==> src/rtl/vga_sync_decoder.sv <==
// vga_sync_decoder: recovers pixel coordinates, data-enable and line/frame
// strobes from HS/VS/BLANK_N in the pixel-clock domain, measures line and
// frame totals and reports lock against the expected video mode.
module vga_sync_decoder #(
  parameter int unsigned H_TOTAL     = 800,
  parameter int unsigned V_TOTAL     = 525,
  parameter bit          SYNC_POL    = 1'b0,
  parameter int unsigned LOCK_FRAMES = 2
) (
  input  logic        clk,
  input  logic        rst,
  input  logic        i_hs,
  input  logic        i_vs,
  input  logic        i_blank_n,
  output logic [9:0]  o_x,
  output logic [9:0]  o_y,
  output logic        o_de,
  output logic        o_line_start,
  output logic        o_frame_start,
  output logic [11:0] o_h_total,
  output logic [10:0] o_v_total,
  output logic        o_locked,
  output logic        o_err
);

  localparam logic [11:0] H_EXP  = 12'(H_TOTAL);
  localparam logic [10:0] V_EXP  = 11'(V_TOTAL);
  localparam logic [4:0]  LOCK_N = 5'(LOCK_FRAMES);

  typedef enum logic [1:0] {SEARCH, TRACK, LOCKED} state_t;

  state_t      state;
  logic        hs_q, hs_p, vs_q, vs_p;
  logic        hs_edge, vs_edge;
  logic [11:0] h_cnt;
  logic [10:0] v_line;
  logic [11:0] h_total_next;
  logic [10:0] v_count;
  logic        line_de;
  logic [3:0]  good_cnt;
  logic        hv_seen;
  logic        frame_bad;
  logic        h_bad, v_bad, timeout;

  // Sync sampling; the history registers reset to the asserted level so a
  // source already in sync at reset release never yields a spurious edge.
  always_ff @(posedge clk or posedge rst) begin
    if (rst) begin
      hs_q <= SYNC_POL;
      hs_p <= SYNC_POL;
      vs_q <= SYNC_POL;
      vs_p <= SYNC_POL;
    end else begin
      hs_q <= i_hs;
      hs_p <= hs_q;
      vs_q <= i_vs;
      vs_p <= vs_q;
    end
  end

  // Edge detection, measurement values and check conditions.
  always_comb begin
    hs_edge      = (hs_q == SYNC_POL) && (hs_p != SYNC_POL);
    vs_edge      = (vs_q == SYNC_POL) && (vs_p != SYNC_POL);
    h_total_next = (h_cnt == '1) ? '1 : h_cnt + 12'd1;
    v_count      = (hs_edge && (v_line != '1)) ? v_line + 11'd1 : v_line;
    h_bad        = hs_edge && hv_seen && (h_total_next != H_EXP);
    v_bad        = vs_edge && (v_count != V_EXP);
    timeout      = (!hs_edge && (h_cnt == 12'd4094)) ||
                   (hs_edge && !vs_edge && (v_line == 11'd2046));
  end

  // Line and frame length counters with their latched totals.
  always_ff @(posedge clk or posedge rst) begin
    if (rst) begin
      h_cnt     <= '0;
      v_line    <= '0;
      o_h_total <= '0;
      o_v_total <= '0;
    end else begin
      if (hs_edge) begin
        h_cnt     <= '0;
        o_h_total <= h_total_next;
      end else if (h_cnt != '1) begin
        h_cnt <= h_cnt + 12'd1;
      end
      if (vs_edge) begin
        v_line    <= '0;
        o_v_total <= v_count;
      end else begin
        v_line <= v_count;
      end
    end
  end

  // Pixel coordinates, data-enable and strobes.
  always_ff @(posedge clk or posedge rst) begin
    if (rst) begin
      o_de          <= 1'b0;
      o_x           <= '0;
      o_y           <= '0;
      line_de       <= 1'b0;
      o_line_start  <= 1'b0;
      o_frame_start <= 1'b0;
    end else begin
      o_de          <= i_blank_n;
      o_line_start  <= hs_edge;
      o_frame_start <= vs_edge;
      line_de       <= hs_edge ? 1'b0 : (line_de | o_de);
      if (hs_edge)
        o_x <= '0;
      else if (o_de && (o_x != '1))
        o_x <= o_x + 10'd1;
      if (vs_edge)
        o_y <= '0;
      else if (hs_edge && (line_de || o_de) && (o_y != '1))
        o_y <= o_y + 10'd1;
    end
  end

  // Lock FSM; a mismatch at a VS edge closes that frame, so the next frame
  // starts clean rather than inheriting frame_bad.
  always_ff @(posedge clk or posedge rst) begin
    if (rst) begin
      state     <= SEARCH;
      good_cnt  <= '0;
      hv_seen   <= 1'b0;
      frame_bad <= 1'b0;
      o_locked  <= 1'b0;
      o_err     <= 1'b0;
    end else begin
      o_err <= 1'b0;
      if (timeout) begin
        o_err     <= 1'b1;
        o_locked  <= 1'b0;
        state     <= SEARCH;
        good_cnt  <= '0;
        hv_seen   <= 1'b0;
        frame_bad <= 1'b0;
      end else begin
        case (state)
          SEARCH: begin
            if (vs_edge) begin
              state     <= TRACK;
              good_cnt  <= '0;
              hv_seen   <= 1'b0;
              frame_bad <= 1'b0;
            end
          end
          TRACK, LOCKED: begin
            if (hs_edge)
              hv_seen <= 1'b1;
            if (h_bad || v_bad) begin
              o_err     <= 1'b1;
              o_locked  <= 1'b0;
              state     <= TRACK;
              good_cnt  <= '0;
              frame_bad <= !vs_edge;
            end else if (vs_edge) begin
              frame_bad <= 1'b0;
              if ((state == TRACK) && !frame_bad) begin
                if (({1'b0, good_cnt} + 5'd1) >= LOCK_N) begin
                  state    <= LOCKED;
                  o_locked <= 1'b1;
                end else begin
                  good_cnt <= good_cnt + 4'd1;
                end
              end
            end
          end
          default: state <= SEARCH;
        endcase
      end
    end
  end

endmodule

==> config.mk <==
export PLATFORM = sky130hd
export DESIGN_NAME = vga_sync_decoder
export DESIGN_NICKNAME = d
export VERILOG_FILES = /design/src/rtl/vga_sync_decoder.sv
export SDC_FILE = /design/constraint.sdc
export NUM_CORES = 1
export LEC_CHECK = 0
export ABC_AREA = 1
export CAP_MARGIN = 20
export CORE_AREA = 5 5 111 113
export CTS_CLUSTER_DIAMETER = 60
export CTS_CLUSTER_SIZE = 24
export DETAILED_ROUTE_END_ITERATION = 10
export DIE_AREA = 0 0 116 118
export MAX_ROUTING_LAYER = met4
export PLACE_DENSITY = 0.7
export REMOVE_ABC_BUFFERS = 1
export SLEW_MARGIN = 30
export SYNTH_ARGS = -nofsm -noshare
export SYNTH_HDL_FRONTEND = slang
export SYNTH_SLANG_ARGS = --single-unit
==> constraint.sdc <==
create_clock -name clk -period 3.3 [get_ports clk]
set_clock_uncertainty 0.1 [all_clocks]
set_input_delay 0.825 -clock clk [delete_from_list [all_inputs] [get_ports clk]]
set_output_delay 0.825 -clock clk [all_outputs]
set_load 0.02 [all_outputs]
==> results of run 1 <==
==> cells in the mapped netlist, types with 9 or more instances <==
master	n
o21ai_0	35
a21oi_1	24
dfrtp_1	84
clkbuf_1	9
nor3_1	10
nand3_1	30
nand2_2	14
nor2_1	59
nand4_1	11
inv_1	67
ha_1	11
nand2_1	116
==> placed cells by master (no fill, tap or decap), types with 2 or more instances in the layout <==
| cell | netlist | routed |
|---|---|---|
| nand4_2 | 2 | 2 |
| nor2_2 | 7 | 7 |
| ha_1 | 11 | 11 |
| xor2_1 | 5 | 5 |
| nor4_1 | 2 | 2 |
| o21ai_1 | 4 | 4 |
| nand2_2 | 14 | 14 |
| inv_2 | 6 | 6 |
| buf_4 | 2 | 4 |
| nand4_1 | 11 | 11 |
| a21oi_1 | 24 | 24 |
| nand2_1 | 116 | 116 |
| inv_1 | 67 | 66 |
| o21ai_0 | 35 | 35 |
| clkinv_4 | 0 | 2 |
| o22ai_1 | 2 | 2 |
| nor2_4 | 5 | 5 |
| a31oi_1 | 6 | 6 |
| o21ai_2 | 2 | 2 |
| nor2_1 | 59 | 59 |
| nor2_8 | 2 | 2 |
| nand3_2 | 5 | 5 |
| nand2_4 | 2 | 2 |
| clkbuf_16 | 0 | 9 |
| xnor2_1 | 2 | 2 |
| clkdlybuf4s50_1 | 0 | 52 |
| nand3_1 | 30 | 30 |
| bufinv_16 | 0 | 2 |
| nand3b_1 | 3 | 3 |
| dfrtp_1 | 84 | 84 |
| nor3_1 | 10 | 10 |
==> worst paths after layout <==
check                                          start                         to  slack (ns)  cells after the start
worst max-delay path            h_cnt[0]$_DFFE_PP0P_    good_cnt[0]$_DFFE_PP0P_        0.82                     15
worst min-delay path                  hs_q$_DFF_PP0_             hs_p$_DFF_PP0_        0.33                      0
worst max register to register  h_cnt[0]$_DFFE_PP0P_    good_cnt[0]$_DFFE_PP0P_        0.82                     15
worst min register to register        hs_q$_DFF_PP0_             hs_p$_DFF_PP0_        0.33                      0
max in group asynchronous                        rst  o_v_total[10]$_DFFE_PP0P_        1.70                      3
min in group asynchronous                        rst     o_line_start$_DFF_PP0_        0.74                      2
==> layer usage <==
metal,share of wire,up-vias
li1,-,1829
met1,0.47,1672
met2,0.48,70
met3,0.037,8
met4,0.012,0
met5,0,-
==> power by group through the flow <==
stage,clock network (mW),logic (mW),registers [mW]
5_1_grt,1.17,0.833,1.24
3_5_place_dp,0,0.747,1.24
6_report,1.10,0.743,1.22
2_1_floorplan,0,0.461,1.29
4_1_cts,1.12,0.751,1.22
3_3_place_gp,0,0.731,1.24
==> state kept, by name, indices dropped and copies added (netlist names), 2 cells and up <==
name and cells:
o_h_total 12, o_v_total 11, o_y 10, state 2, o_x 10, h_cnt 12
v_line 11, good_cnt 4
==> metrics by stage <==
step                total power [mW]  utilization  hold slack [ns]
detailed placement              1.99        0.450            0.315
global placement                1.97        0.450            0.301
CTS                             3.09        0.479            0.335
finish                          3.07        0.479            0.329
floorplan                       1.75            -            0.293
global route                    3.25        0.479            0.342
==> final cells by class <==
cell class | count | area [um2] | area share
clock inverters | 5 | 85.1 | 0.0158
multi-input cells | 364 | 1920 | 0.357
repair buffers | 57 | 571 | 0.106
well taps | 143 | 179 | 0.0333
flip-flops and latches | 84 | 2100 | 0.391
inverters | 74 | 279 | 0.0519
clock buffers | 11 | 243 | 0.0451
==> kinds of logic (layout without fill, tap and decap cells) <==
group	Yosys count	after routing	share of synthesized area
and+or+nand+nor	270	270	0.300
buffers and inverters	87	147	0.0786
DFF	84	84	0.482
AOI/OAI and AO/OA	76	76	0.0938
adders and majority gates	11	11	0.0315
xor gates and xnor gates	7	7	0.0141
==> summary.txt, run 1 <==
Cell Int Power: 2.12 mW
MaxCap Viol Count: 0
CTS resizes: 0
Synth warnings: 0
dominant cells by area after synthesis: dfrtp_1 (48%), nand2_1 (10%), inv_1 (5.8%)
vias: 3,579
final non-filler cell total: 738
worst vdd ir: 0.000283 V
CP arrival: 2.65 ns
critical path type: flip-flop to flip-flop
grt met2 use: 0.239
PortBufs: 52
vias in the first global route: 3,501
family with the most delay on the worst path: simple AND/OR/NAND/NOR gates
EDFF count, synth: 0
Syn Area/Cell: 8.16 um2
Comb pwr share: 0.242
Worst EP required: 3.47 ns
Net count, final: 606
pwr/cell area: 571 mW/mm2
fmax: 0.403 GHz
Setup-failing EPs final: 0
first-pass GRT wire length: 16.3 mm
largest net degree at the start of global routing: 55
fraction of registers with async set/reset: 1.00
register bit total from synthesis: 84
Tightest Pin Transition: 0.527 ns
total grt overflow: 0
setup ws final: 0.817 ns
post-route ant nets: 0
worst path bufs/invs: 2
max incr delay on CP: 0.45 ns
Pre-Repair DR Iteration Count: 4
Cell Area, Synth: 0.00436 mm2
grt met1 use: 0.194
setup bufs post-CTS: 0
CTS root buf: clkbuf_16
Worst-Skew Late Latency: 0.33 ns
FP Rows: 39
slowest cell on the critical path: dfrtp_1
Final Max Slew Viols: 0
DIE AREA: 0.0137 mm2
final WL: 9.38 mm
Die W: 116 um
DP HPWL: 6.78 mm
Sw Ratio: 0.310
Setup WS pre-CTS: 0.842 ns
GPL Wtd Cong: 0.873
core box area: 0.0112 mm2
top_reg_cell synth: dfrtp_1
vias per std cell: 4.85
Post-Layout Inst Area: 0.00538 mm2
HP Class: flip-flop to flip-flop
CTS buffer count: 9
largest area contributor in the netlist: dfrtp_1
Post-CTS Hold Buffers: 0
Yosys top cell area share: 0.482
startpoint types: flip-flop
crit path cell chain: ha_1, inv_1, nor2_4, nand3_1, nand3_1, inv_2, nor2_1, nand2_1, nor2_1, nand2_2, nand2_4, nand4_2, nand3_2, nand2_1, nand2_1
NetSw: 0.950 mW
layout cell share with drive strength beyond 1: 0.113
crit path time final: 2.48 ns
gr usage total: 0.151
routed len/inst: 12.7 um
Crit. End Element: flip-flop
clock share of power: 0.359
DP Area: 0.00505 mm2
Fillers: 1,078
# placed instances: 722
Initial Util: 0.389
die height: 118 um
status: finished clean
Layout area overhead: 23.2%
Tcrit/Tclk final: 0.752
Initial DRC Count: 208
ANT cells: 0
Yosys cell types: 36
Top Usage Layer GRT: met2
RSZ-0062 raised after global routing: no
H-tree Lvls: 3
GRT met3 Usage: 0.0242
Seq/Total Area, Yosys: 0.482
CTS Sinks: 84
Pleak: 2.48 nW
max_slew headroom: 0.640
Critical Path Fanout Max: 11
# IOs: 53
initial antenna violation count: 0
final setup TNS: 0 ns
cell mode on critical path: nand2_1
Worst-path clk slew: 0.07 ns
Seq pwr share: 0.398
Syn Inst Count: 535
TritonCTS clock tree: yes
maximum buffer depth of the clock tree: 2
Final Hold Vio Count: 0
Post-route DRC: 0
No activity file was read; power rests on OpenSTA's default activity.
==> inputs of run 2 (changes only) <==
==> constraint.sdc (replaced) <==
create_clock -name clk -period 2.5 [get_ports clk]
set_clock_uncertainty 0.1 [all_clocks]
set_input_delay 0.625 -clock clk [delete_from_list [all_inputs] [get_ports clk]]
set_output_delay 0.625 -clock clk [all_outputs]
set_load 0.02 [all_outputs]
==> summary.txt, run 2 (same netlist as run 1, synthesis figures left out) <==
H-tree Lvls: 3 (unchanged)
top flop regs: h_cnt (12), o_h_total (12) (unchanged)
DP Area: 0.00509 mm2 (was 0.00505 mm2)
final setup TNS: 0 ns (unchanged)
multi-input logic area: 0.00194 mm2 (was 0.00192 mm2)
pwr/cell area: 757 mW/mm2 (was 571 mW/mm2)
Worst EP required: 2.65 ns (was 3.47 ns)
FP Rows: 39 (unchanged)
initial antenna violation count: 0 (unchanged)
Final Max Slew Viols: 0 (unchanged)
CTS Sinks: 84 (unchanged)
fmax: 0.433 GHz (was 0.403 GHz)
CP arrival: 2.46 ns (was 2.65 ns)
vias: 3,668 (was 3,579)
first-pass GRT wire length: 16.9 mm (was 16.3 mm)
Net count, final: 610 (was 606)
Fillers: 1,085 (was 1,078)
critical path type: flip-flop to flip-flop (unchanged)
Layout area overhead: 25.1% (was 23.2%)
Die W: 116 um (unchanged)
family with the most delay on the worst path: simple AND/OR/NAND/NOR gates (unchanged)
DIE AREA: 0.0137 mm2 (unchanged)
Worst-Skew Late Latency: 0.33 ns (about the same)
Critical R2R Capture: state[1]$_DFFE_PP0P_ (was good_cnt[0]$_DFFE_PP0P_)
slowest cell on the critical path: dfrtp_2 (was dfrtp_1)
most frequent cells in the layout: nand2_1 (116), dfrtp_1 (82), inv_1 (66), nor2_1 (58), clkdlybuf4s50_1 (52) (was nand2_1 (116), dfrtp_1 (84), inv_1 (66), nor2_1 (59), clkdlybuf4s50_1 (52))
Initial Util: 0.389 (unchanged)
vias per std cell: 4.94 (was 4.85)
status: finished clean (unchanged)
CTS buffer count: 9 (unchanged)
setup ws final: 0.190 ns (was 0.817 ns)
r2r setup slk: 0.19 ns (was 0.82 ns)
Hold Crit Endpoint: vs_p$_DFF_PP0_ (was hs_p$_DFF_PP0_)
# placed instances: 726 (was 722)
Pre-Repair DR Iteration Count: 5 (was 4)
largest net degree at the start of global routing: 32 (was 55)
Tcrit/Tclk final: 0.924 (was 0.752)
setup bufs post-CTS: 0 (unchanged)
maximum buffer depth of the clock tree: 2 (unchanged)
worst vdd ir: 0.000366 V (was 0.000283 V)
DP HPWL: 7.04 mm (was 6.78 mm)
GPL Wtd Cong: 0.873 (unchanged)
register area: 0.00210 mm2 (about the same)
RSZ-0062 raised after global routing: no (unchanged)
max_slew headroom: 0.618 (was 0.640)
crit path time final: 2.31 ns (was 2.48 ns)
max incr delay on CP: 0.42 ns (was 0.45 ns)
gr usage total: 0.155 (was 0.151)
total grt overflow: 0 (unchanged)
MaxCap Viol Count: 0 (unchanged)
HP Class: flip-flop to flip-flop (unchanged)
Levels on crit path: 15 (unchanged)
fin util: 0.486 (was 0.479)
Tightest Pin Transition: 0.558 ns (was 0.527 ns)
layout cell share with drive strength beyond 1: 0.129 (was 0.113)
Reg2Reg Depth: 15 (unchanged)
TritonCTS clock tree: yes (unchanged)
Hold Startpoint: vs_q$_DFF_PP0_ (was hs_q$_DFF_PP0_)
Worst-path clk slew: 0.06 ns (was 0.07 ns)
crit path cell chain: ha_1, inv_1, nor2_4, inv_2, o21ai_1, nand3_1, nor2_1, nand2_1, nor2_1, nand2_2, nand2_4, nand4_1, nand2_2, nand2_1, o21ai_1 (was ha_1, inv_1, nor2_4, nand3_1, nand3_1, inv_2, nor2_1, nand2_1, nor2_1, nand2_2, nand2_4, nand4_2, nand3_2, nand2_1, nand2_1)
final non-filler cell total: 742 (was 738)
Setup WS pre-CTS: -0.00138 ns (was 0.842 ns)
vias in the first global route: 3,580 (was 3,501)
leading cell type in the layout, fill and taps excluded: nand2_1 (unchanged)
Initial DRC Count: 204 (was 208)
Pleak: 2.51 nW (was 2.48 nW)
die height: 118 um (unchanged)
final WL: 9.71 mm (was 9.38 mm)
Post-route DRC: 0 (unchanged)
CTS root buf: clkbuf_16 (unchanged)
Post-CTS Hold Buffers: 0 (unchanged)
Final Hold Vio Count: 0 (unchanged)
hold path cells: 0 (unchanged)
worst path bufs/invs: 2 (unchanged)
PortBufs: 52 (unchanged)
core box area: 0.0112 mm2 (unchanged)
routed len/inst: 13.1 um (was 12.7 um)
startpoint types: flip-flop (unchanged)
# IOs: 53 (unchanged)
Post-Layout Inst Area: 0.00546 mm2 (was 0.00538 mm2)
Critical Path Fanout Max: 7 (was 11)
Crit. End Element: flip-flop (unchanged)
ANT cells: 0 (unchanged)
post-route ant nets: 0 (unchanged)
RR Startpoint: h_cnt[0]$_DFFE_PP0P_ (unchanged)
Setup-failing EPs final: 0 (unchanged)
run 2: layout make-up:
cell class / count / share of cell area
sequential: 84 / 0.386
multi-input combinational: 364 / 0.356
timing repair buffer: 61 / 0.112
inverter: 74 / 0.0511
clock buffer: 10 / 0.0420
tap: 143 / 0.0328
clock inverter: 6 / 0.0204
run 2: metrics by stage:
stage / total power [mW] / hold slack [ns]
3_5_place_dp: 2.63 / 0.328
2_1_floorplan: 2.31 / 0.293
6_report: 4.13 / 0.344
3_3_place_gp: 2.60 / 0.308
5_1_grt: 4.37 / 0.367
4_1_cts: 4.18 / 0.344
run 2: repair_timing:
| item | CTS | global route |
|---|---|---|
| setup endpoints to repair | 6 | 7 |
| gates cloned | 0 | 0 |
| pin swaps | 0 | 1 |
| gates resized for setup | 2 | 5 |
run 2: how the worst max path moves through the flow:
stage	start	to	slack, ns
2_1_floorplan	rst	frame_bad$_DFFE_PP0N_	-0.39
3_3_place_gp	h_cnt[0]$_DFFE_PP0P_	good_cnt[0]$_DFFE_PP0P_	0.18
3_5_place_dp	h_cnt[0]$_DFFE_PP0P_	good_cnt[2]$_DFFE_PP0P_	-0.001
4_1_cts	h_cnt[0]$_DFFE_PP0P_	good_cnt[2]$_DFFE_PP0P_	0.09
5_1_grt	h_cnt[0]$_DFFE_PP0P_	good_cnt[0]$_DFFE_PP0P_	0.007
6_report	h_cnt[0]$_DFFE_PP0P_	state[1]$_DFFE_PP0P_	0.19
run 2: power breakdown:
group | internal [mW] | leakage (nW) | switching, mW
Clock | 0.978 | 0.163 | 0.538
Sequential | 1.50 | 1.12 | 0.115
Combinational | 0.393 | 1.23 | 0.606
run 2: metal layers:
metal | track usage | share of wire | vias up
li1 | - | - | 1845
met1 | 0.199 | 0.46 | 1745
met2 | 0.250 | 0.50 | 70
met3 | 0.0308 | 0.034 | 8
met4 | 0.0406 | 0.0079 | 0
met5 | - | 0 | -
==> inputs of run 3 (changes only) <==
--- a/config.mk
+++ b/config.mk
@@ -13,7 +13,7 @@
 export DETAILED_ROUTE_END_ITERATION = 10
 export DIE_AREA = 0 0 116 118
 export MAX_ROUTING_LAYER = met4
-export PLACE_DENSITY = 0.7
+export PLACE_DENSITY = 0.65
 export REMOVE_ABC_BUFFERS = 1
 export SLEW_MARGIN = 30
 export SYNTH_ARGS = -nofsm -noshare
==> summary.txt, run 3 (same netlist as run 1, synthesis figures left out) <==
status: finished clean (unchanged)
Reg2Reg Depth: 15 (unchanged)
die height: 118 um (unchanged)
Fin Hold WS: 0.331 ns (was 0.344 ns)
Post-Layout Inst Area: 0.00544 mm2 (was 0.00546 mm2)
vias in the first global route: 3,546 (was 3,580)
DIE AREA: 0.0137 mm2 (unchanged)
Crit. End Element: flip-flop (unchanged)
Pleak: 2.51 nW (about the same)
initial antenna violation count: 0 (unchanged)
r2r setup slk: 0.25 ns (was 0.19 ns)
setup ws final: 0.250 ns (was 0.190 ns)
largest net degree at the start of global routing: 36 (was 32)
HP Class: flip-flop to flip-flop (unchanged)
vias: 3,640 (was 3,668)
gr usage total: 0.156 (was 0.155)
final non-filler cell total: 744 (was 742)
Net count, final: 612 (was 610)
ANT cells: 0 (unchanged)
CTS buffer count: 9 (unchanged)
Initial Util: 0.389 (unchanged)
multi-input logic area: 0.00193 mm2 (was 0.00194 mm2)
MaxCap Viol Count: 0 (unchanged)
Post-CTS Hold Buffers: 0 (unchanged)
total grt overflow: 0 (unchanged)
PortBufs: 52 (unchanged)
maximum buffer depth of the clock tree: 2 (unchanged)
most frequent cells in the layout: nand2_1 (116), dfrtp_1 (83), inv_1 (66), nor2_1 (58), clkdlybuf4s50_1 (52) (was nand2_1 (116), dfrtp_1 (82), inv_1 (66), nor2_1 (58), clkdlybuf4s50_1 (52))
top flop regs: h_cnt (12), o_h_total (12) (unchanged)
Setup WS pre-CTS: 0.191 ns (was -0.00138 ns)
Hold Startpoint: vs_q$_DFF_PP0_ (unchanged)
Worst-Skew Late Latency: 0.34 ns (was 0.33 ns)
Critical R2R Capture: good_cnt[0]$_DFFE_PP0P_ (was state[1]$_DFFE_PP0P_)
DP HPWL: 7.03 mm (was 7.04 mm)
RR Startpoint: h_cnt[0]$_DFFE_PP0P_ (unchanged)
Initial DRC Count: 159 (was 204)
Die W: 116 um (unchanged)
register area: 0.00210 mm2 (about the same)
# placed instances: 728 (was 726)
RSZ-0062 raised after global routing: no (unchanged)
GPL Wtd Cong: 0.871 (was 0.873)
hold path cells: 0 (unchanged)
fmax: 0.444 GHz (was 0.433 GHz)
FP Rows: 39 (unchanged)
Pre-Repair DR Iteration Count: 4 (was 5)
setup bufs post-CTS: 0 (unchanged)
Critical Path Fanout Max: 7 (unchanged)
first-pass GRT wire length: 17.0 mm (was 16.9 mm)
routed len/inst: 12.8 um (was 13.1 um)
DP Area: 0.00511 mm2 (was 0.00509 mm2)
TritonCTS clock tree: yes (unchanged)
startpoint types: flip-flop (unchanged)
Layout area overhead: 24.6% (was 25.1%)
fin util: 0.484 (was 0.486)
Fillers: 1,087 (was 1,085)
crit path time final: 2.25 ns (was 2.31 ns)
leading cell type in the layout, fill and taps excluded: nand2_1 (unchanged)
CP arrival: 2.43 ns (was 2.46 ns)
Setup-failing EPs final: 0 (unchanged)
Worst EP required: 2.68 ns (was 2.65 ns)
worst vdd ir: 0.000305 V (was 0.000366 V)
Hold Crit Endpoint: vs_p$_DFF_PP0_ (unchanged)
post-route ant nets: 0 (unchanged)
# IOs: 53 (unchanged)
vias per std cell: 4.89 (was 4.94)
core box area: 0.0112 mm2 (unchanged)
max_slew headroom: 0.604 (was 0.618)
Tightest Pin Transition: 0.579 ns (was 0.558 ns)
Tcrit/Tclk final: 0.900 (was 0.924)
layout cell share with drive strength beyond 1: 0.130 (was 0.129)
CTS resizes: 0 (was 2)
CTS root buf: clkbuf_16 (unchanged)
final WL: 9.52 mm (was 9.71 mm)
critical path type: flip-flop to flip-flop (unchanged)
H-tree Lvls: 3 (unchanged)
Worst-path clk slew: 0.06 ns (about the same)
Final Max Slew Viols: 0 (unchanged)
Final Hold Vio Count: 0 (unchanged)
Post-route DRC: 0 (unchanged)
CTS Sinks: 84 (unchanged)
pwr/cell area: 738 mW/mm2 (was 757 mW/mm2)
run 3: changes by cell type in the layout (fill, tap and decap cells not counted):
cell,previous run,this run
inv_6,1,0
nand3_1,28,29
clkinv_4,0,1
dfrtp_1,82,83
clkbuf_1,1,0
clkinv_2,2,4
bufinv_16,3,2
nand3_4,2,1
buf_4,7,9
dfrtp_2,2,1
run 3: critical path, cell delays in order (launching register included):
cell	delay (ns)
dfrtp_2	0.44
ha_1	0.23
inv_1	0.11
nor2_4	0.07
nand3_1	0.11
buf_4	0.16
nand3_1	0.08
inv_1	0.10
nand3_1	0.10
nor2_1	0.15
nand2_2	0.09
nand2_4	0.10
nand4_2	0.12
nand3_2	0.13
nand2_1	0.05
nand2_1	0.06
run 3: stage by stage:
step	power, mW	setup TNS, ns
floorplan	2.31	-32.77
CTS	4.06	0
finish	4.01	0
global route	4.24	0
detailed placement	2.63	0
global placement	2.61	0
run 3: layer usage:
layer / track usage / part of all wire / vias to the layer above
met3: 0.0242 / 0.036 / 8
met2: 0.237 / 0.47 / 45
met4: 0.0580 / 0.015 / 0
met5: - / 0 / -
met1: 0.209 / 0.47 / 1742
li1: - / - / 1845
run 3: how the worst max path moves through the flow:
stage	slack [ns]	start	endpoint	cells after the start
3_5_place_dp	0.19	h_cnt[0]$_DFFE_PP0P_	good_cnt[0]$_DFFE_PP0P_	15
5_1_grt	0.005	h_cnt[0]$_DFFE_PP0P_	good_cnt[3]$_DFFE_PP0P_	15
3_3_place_gp	0.27	h_cnt[0]$_DFFE_PP0P_	good_cnt[0]$_DFFE_PP0P_	14
6_report	0.25	h_cnt[0]$_DFFE_PP0P_	good_cnt[0]$_DFFE_PP0P_	15
2_1_floorplan	-0.39	rst	frame_bad$_DFFE_PP0N_	1
4_1_cts	0.18	h_cnt[0]$_DFFE_PP0P_	good_cnt[0]$_DFFE_PP0P_	15
run 3: layout make-up:
cell class | count | area share
Timing Repair Buffer | 63 | 0.116
Clock buffer | 9 | 0.0414
Sequential cell | 84 | 0.387
Clock inverter | 7 | 0.0168
Inverter | 74 | 0.0513
Tap cell | 143 | 0.0329
Multi-Input combinational cell | 364 | 0.355
run 3: report_power, final:
group	leakage [nW]	switching, mW	total (mW)	internal (mW)
Clock	0.155	0.542	1.41	0.871
Sequential	1.12	0.111	1.61	1.50
Combinational	1.24	0.592	0.984	0.392
